`config.mk`:
```
export PLATFORM = sky130hd
export DESIGN_NAME = pipe_stage
export DESIGN_NICKNAME = d
export VERILOG_FILES = /design/src/rtl/pipe_pkg.sv /design/src/rtl/pipe_slot.sv /design/src/rtl/pipe_stage.sv
export SDC_FILE = /design/constraint.sdc
export NUM_CORES = 1
export LEC_CHECK = 0
export CAP_MARGIN = 20
export CORE_UTILIZATION = 43
export CTS_CLUSTER_DIAMETER = 60
export CTS_CLUSTER_SIZE = 40
export DETAILED_ROUTE_END_ITERATION = 7
export PLACE_DENSITY = 0.82
export SYNTH_ARGS = -nofsm -noshare
export SYNTH_HDL_FRONTEND = slang
export SYNTH_HIERARCHICAL = 1
export SYNTH_SLANG_ARGS = --single-unit
export TNS_END_PERCENT = 1
```
`constraint.sdc`:
```
create_clock -name clk_i -period 3 [get_ports clk_i]
set_input_delay 0.6 -clock clk_i [delete_from_list [all_inputs] [get_ports clk_i]]
set_output_delay 0.6 -clock clk_i [all_outputs]
set_load 0.05 [all_outputs]
```
`src/rtl/pipe_pkg.sv`:
```
// Shared pipeline types: writeback payload bundle and stage occupancy states.
// Imported by pipe_stage and its bench.
package pipe_pkg;

    typedef struct packed {
        logic [31:0] alu_result;
        logic [31:0] read_data;
        logic [4:0]  rd;
        logic [31:0] pc_plus4;
        logic        reg_write;
        logic [1:0]  result_src;
    } memwb_payload_t;

    localparam int unsigned MEMWB_PAYLOAD_W = $bits(memwb_payload_t);

    typedef enum logic [1:0] {
        EMPTY = 2'd0,
        ONE   = 2'd1,
        TWO   = 2'd2
    } pipe_state_e;

endpackage

```
`src/rtl/pipe_slot.sv`:
```
// One storage slot: valid flag plus payload register, with load and clear.
// Ports: clk_i, rst_ni, load_i, clear_i (wins over load), data_i -> valid_o, data_o.
module pipe_slot #(
    parameter int unsigned          WIDTH     = 8,
    parameter logic [WIDTH-1:0]     RESET_VAL = '0
) (
    input  logic             clk_i,
    input  logic             rst_ni,
    input  logic             load_i,
    input  logic             clear_i,
    input  logic [WIDTH-1:0] data_i,
    output logic             valid_o,
    output logic [WIDTH-1:0] data_o
);

    // Clearing only drops the valid flag; the payload keeps its last value
    // so the output never goes X while empty.
    always_ff @(posedge clk_i or negedge rst_ni) begin
        if (!rst_ni) begin
            valid_o <= 1'b0;
            data_o  <= RESET_VAL;
        end else if (clear_i) begin
            valid_o <= 1'b0;
        end else if (load_i) begin
            valid_o <= 1'b1;
            data_o  <= data_i;
        end
    end

endmodule

```
`src/rtl/pipe_stage.sv`:
```
// Valid/ready pipeline register stage with optional skid slot (PIPE_STAGE_SKID_EN).
// Ports: clk_i, rst_ni, flush_i, in_valid_i/in_ready_o/in_data_i, out_valid_o/out_ready_i/out_data_o.
module pipe_stage
    import pipe_pkg::*;
#(
    parameter int unsigned              PAYLOAD_WIDTH = MEMWB_PAYLOAD_W,
    parameter logic [PAYLOAD_WIDTH-1:0] RESET_PAYLOAD = '0
) (
    input  logic                     clk_i,
    input  logic                     rst_ni,
    input  logic                     flush_i,
    input  logic                     in_valid_i,
    output logic                     in_ready_o,
    input  logic [PAYLOAD_WIDTH-1:0] in_data_i,
    output logic                     out_valid_o,
    input  logic                     out_ready_i,
    output logic [PAYLOAD_WIDTH-1:0] out_data_o
);

    pipe_state_e state_q, state_d;

    logic                     live_q;
    logic                     push;
    logic                     pop;
    logic                     main_v;
    logic [PAYLOAD_WIDTH-1:0] main_d;
    logic [PAYLOAD_WIDTH-1:0] main_din;
    logic                     main_ld;
    logic                     main_clr;
`ifdef PIPE_STAGE_SKID_EN
    logic                     skid_v;
    logic [PAYLOAD_WIDTH-1:0] skid_d;
    logic                     skid_ld;
    logic                     skid_clr;
`endif

    // live_q keeps in_ready_o low through reset and the first edge after it.
    always_ff @(posedge clk_i or negedge rst_ni) begin
        if (!rst_ni) begin
            live_q  <= 1'b0;
            state_q <= EMPTY;
        end else begin
            live_q  <= 1'b1;
            state_q <= state_d;
        end
    end

`ifdef PIPE_STAGE_SKID_EN
    // Registered ready: a full skid slot is exactly state TWO.
    assign in_ready_o = live_q & ~skid_v & ~flush_i;
`else
    assign in_ready_o = live_q & (~main_v | out_ready_i) & ~flush_i;
`endif

    assign push        = in_valid_i & in_ready_o;
    assign pop         = main_v & out_ready_i;
    assign out_valid_o = main_v;
    assign out_data_o  = main_d;

    always_comb begin
        state_d  = state_q;
        main_ld  = 1'b0;
        main_clr = 1'b0;
        main_din = in_data_i;
`ifdef PIPE_STAGE_SKID_EN
        skid_ld  = 1'b0;
        skid_clr = 1'b0;
`endif
        if (flush_i) begin
            state_d  = EMPTY;
            main_clr = 1'b1;
`ifdef PIPE_STAGE_SKID_EN
            skid_clr = 1'b1;
`endif
        end else begin
            unique case (state_q)
                EMPTY: begin
                    if (push) begin
                        main_ld = 1'b1;
                        state_d = ONE;
                    end
                end
                ONE: begin
                    if (push && pop) begin
                        main_ld = 1'b1;
                    end else if (pop) begin
                        main_clr = 1'b1;
                        state_d  = EMPTY;
                    end
`ifdef PIPE_STAGE_SKID_EN
                    else if (push) begin
                        skid_ld = 1'b1;
                        state_d = TWO;
                    end
`endif
                end
`ifdef PIPE_STAGE_SKID_EN
                TWO: begin
                    // Skid beat is older than anything upstream; promote it.
                    if (pop) begin
                        main_ld  = 1'b1;
                        main_din = skid_d;
                        skid_clr = 1'b1;
                        state_d  = ONE;
                    end
                end
`endif
                default: begin
                    state_d = EMPTY;
                end
            endcase
        end
    end

    pipe_slot #(
        .WIDTH     (PAYLOAD_WIDTH),
        .RESET_VAL (RESET_PAYLOAD)
    ) u_main (
        .clk_i   (clk_i),
        .rst_ni  (rst_ni),
        .load_i  (main_ld),
        .clear_i (main_clr),
        .data_i  (main_din),
        .valid_o (main_v),
        .data_o  (main_d)
    );

`ifdef PIPE_STAGE_SKID_EN
    pipe_slot #(
        .WIDTH     (PAYLOAD_WIDTH),
        .RESET_VAL ('0)
    ) u_skid (
        .clk_i   (clk_i),
        .rst_ni  (rst_ni),
        .load_i  (skid_ld),
        .clear_i (skid_clr),
        .data_i  (in_data_i),
        .valid_o (skid_v),
        .data_o  (skid_d)
    );
`endif

endmodule

```
==> flow_summary.ini <==
[timing]
tightestPinTransition_ns = 0.540
max_freq_mhz = 412
post-route-worst-setup-slack_ns = 0.571
period_needed_ns = 2.43
fin_hold_ws_ns = 0.131
post-route-period-util_pct = 81.0
hold_violations = 0
slew_headroom_pct = 63.9
rsz0062_at_grt = false
finalMaxSlewViolations = 0
finalSetupViolations = 0
setup_tns_ns = 0
fin_skew_ns = 0.0117

[setup_path]
reg2reg_slack_ns = 0.90
cp-start-kind = primary input
path_class = primary input to register
r2r-start = u_main/valid_o
reg2reg_to = u_main/data_o[31]
cp.required_ns = 3.23
reg2regPathDepth = 5
crit_fanout = 52
worstSetupEndpointType = register
crit_arrival_ns = 2.66

[clocking]
root_buffer = clkbuf_8
ctsResizeCount = 0
cts_buffers = 9
clockBufferDepth = 2
clock_latency_ns = 0.35
ctsHoldBuffers = 0
h-tree-depth = 3
cts_tree = built
cts_setup_buffers = 0
clock-sinks = 107
clk_pin_slew_ns = 0.09

[floorplanning]
die_h_um = 102
die_w_um = 102
dieArea_um2 = 10400
num_rows = 36
core_area_um2 = 9770
boundaryPins = 215
initial_core_util_pct = 44.2

[placement]
dp_slack_ns = 0.210
place_area_um2 = 6550
routabilityCongestion = 0.749
placedCellCount = 575
dpl.hpwl_um = 7210
io_buffers = 214

[yosys]
yosys-top-cells-area = dfrtp_1 62%, mux2_4 21%, mux2_2 11%
yosysTopAreaCell = dfrtp_1
synth_area_um2 = 4320
synth_fp_nets = 346
ys_types = 18
ys_seq_elements = 107
ys_seq_area_share_pct = 62.0
avgSynthCellArea_um2 = 18.2
synth_top_area_share_pct = 62.0
yosys_warnings = 6
syn_inst = 237

[detailed_routing]
first_iter_violations = 20
final_antenna_net_count = 0
avgRoutedWirePerCell_um = 16.7
vias_per_cell = 4.74
drtPass1Iterations = 4
vias = 2789
drc_errors = 0
wl_um = 9860

[power]
netSwitchingFraction_pct = 41.5
pwr_density_cell_nw_per_um2 = 832
internal_power_mw = 3.27
clkPwrFrac_pct = 13.9
ir_worst_vdd_mv = 0.440
pwr-share-comb_pct = 50.2
finalPower_mw = 5.59
p_sw_mw = 2.32
p_leak_nw = 2.86
pwr-share-seq_pct = 35.9

[outcome]
status = complete, no violations

[grt]
grt_pass1_vias = 2759
grt_start_max_net_pins = 87
grt_pass1_wl_um = 14300
grt_usage_pct = 18.2
overflow = 0
antenna_found_initial = 0

[final_layout]
synthToLayoutAreaGrowth_pct = 55.5
drive_gt1_share_pct = 28.1
final_area_um2 = 6720
final_cells = 589
antennaDiodeCount = 0
final_nets = 562
postLayoutCoreUtil_pct = 68.7

[min_path]
hold_class = primary input to async pin

[run]
max-cap-violations = 0
-- worst max path at each step --
stage	from	to	slack, ns	cells after the start
floorplan	u_main/valid_o	u_main/data_o[40]	0.87	7
global placement	flush_i	u_main/data_o[102]	0.30	6
detailed placement	flush_i	u_main/data_o[100]	0.21	6
CTS	flush_i	u_main/data_o[19]	0.58	6
global route	flush_i	u_main/data_o[31]	0.49	6
finish	flush_i	u_main/data_o[31]	0.57	6
-- sequential cells by signal, summed over array words and instances, names as in the netlist --
signal          cells
u_main/data_o     104
live_q              1
state_q             1
u_main/valid_o      1
-- final cells by class --
type | instances | area (um^2)
Fill cell | 710 | 3060
Inverter | 1 | 3.75
Sequential cell | 107 | 2680
Clock inverter | 2 | 12.5
Tap cell | 133 | 166
Timing Repair Buffer | 217 | 2200
Multi-Input combinational cell | 117 | 1500
Clock buffer | 12 | 155
-- logic make-up (layout without fill, tap and decap cells) --
logic type | Yosys count | in the layout | synth area share (%)
other | 1 | 1 | 0.0868
DFF | 107 | 107 | 62.0
AOI/OAI and AO/OA | 3 | 3 | 0.840
muxes | 104 | 104 | 32.3
buffers and inverters | 13 | 232 | 3.36
and+or+nand+nor | 9 | 9 | 1.39
-- metal layers --
| metal | global-route usage (%) | part of all wire (%) | vias up |
|---|---|---|---|
| met2 | 30.8 | 48 | 143 |
| met5 | 0 | 0 | - |
| li1 | - | - | 1261 |
| met1 | 21.9 | 41 | 1369 |
| met4 | 6.26 | 1.3 | 0 |
| met3 | 5.95 | 9.3 | 16 |
-- worst max-delay path, stage by stage --
cell and delay, ns:
clkdlybuf4s50_1 0.46, or2b_1 0.28, nor4b_2 0.31, nor2b_4 0.26, buf_12 0.31, mux2_2 0.39
-- cells in the final DEF, fill, tap and decap left out, drive strengths merged --
| master | count |
|---|---|
| a21bo | 1 |
| nand2 | 1 |
| a41o | 1 |
| nor2 | 3 |
| mux2 | 104 |
| or2b | 1 |
| clkbuf | 12 |
| conb | 1 |
| buf | 5 |
| a221oi | 1 |
| clkdlybuf4s50 | 212 |
| and2b | 1 |
| dfrtp | 107 |
| clkinv | 1 |
| nor2b | 2 |
| inv | 1 |
| clkinvlp | 1 |
| nor4b | 1 |
-- synth_stat cells, drive strengths merged --
| master | instances |
|---|---|
| and2b | 1 |
| nor4b | 1 |
| mux2 | 104 |
| nor2 | 3 |
| a221oi | 1 |
| dfrtp | 107 |
| inv | 1 |
| a41o | 1 |
| a21bo | 1 |
| or2b | 1 |
| nand2 | 1 |
| nor2b | 2 |
| buf | 12 |
| conb | 1 |
-- power groups by stage --
stage / clock network [mW] / registers, mW / logic [mW]
after global routing: 0.863 / 2.05 / 2.90
after detailed placement: 0 / 2.04 / 2.81
after global placement: 0 / 2.02 / 2.79
after CTS: 0.809 / 2.01 / 2.82
after floorplan: 0 / 3.33 / 0.479
final: 0.775 / 2.01 / 2.80
Power figures use the tool's default switching activity.
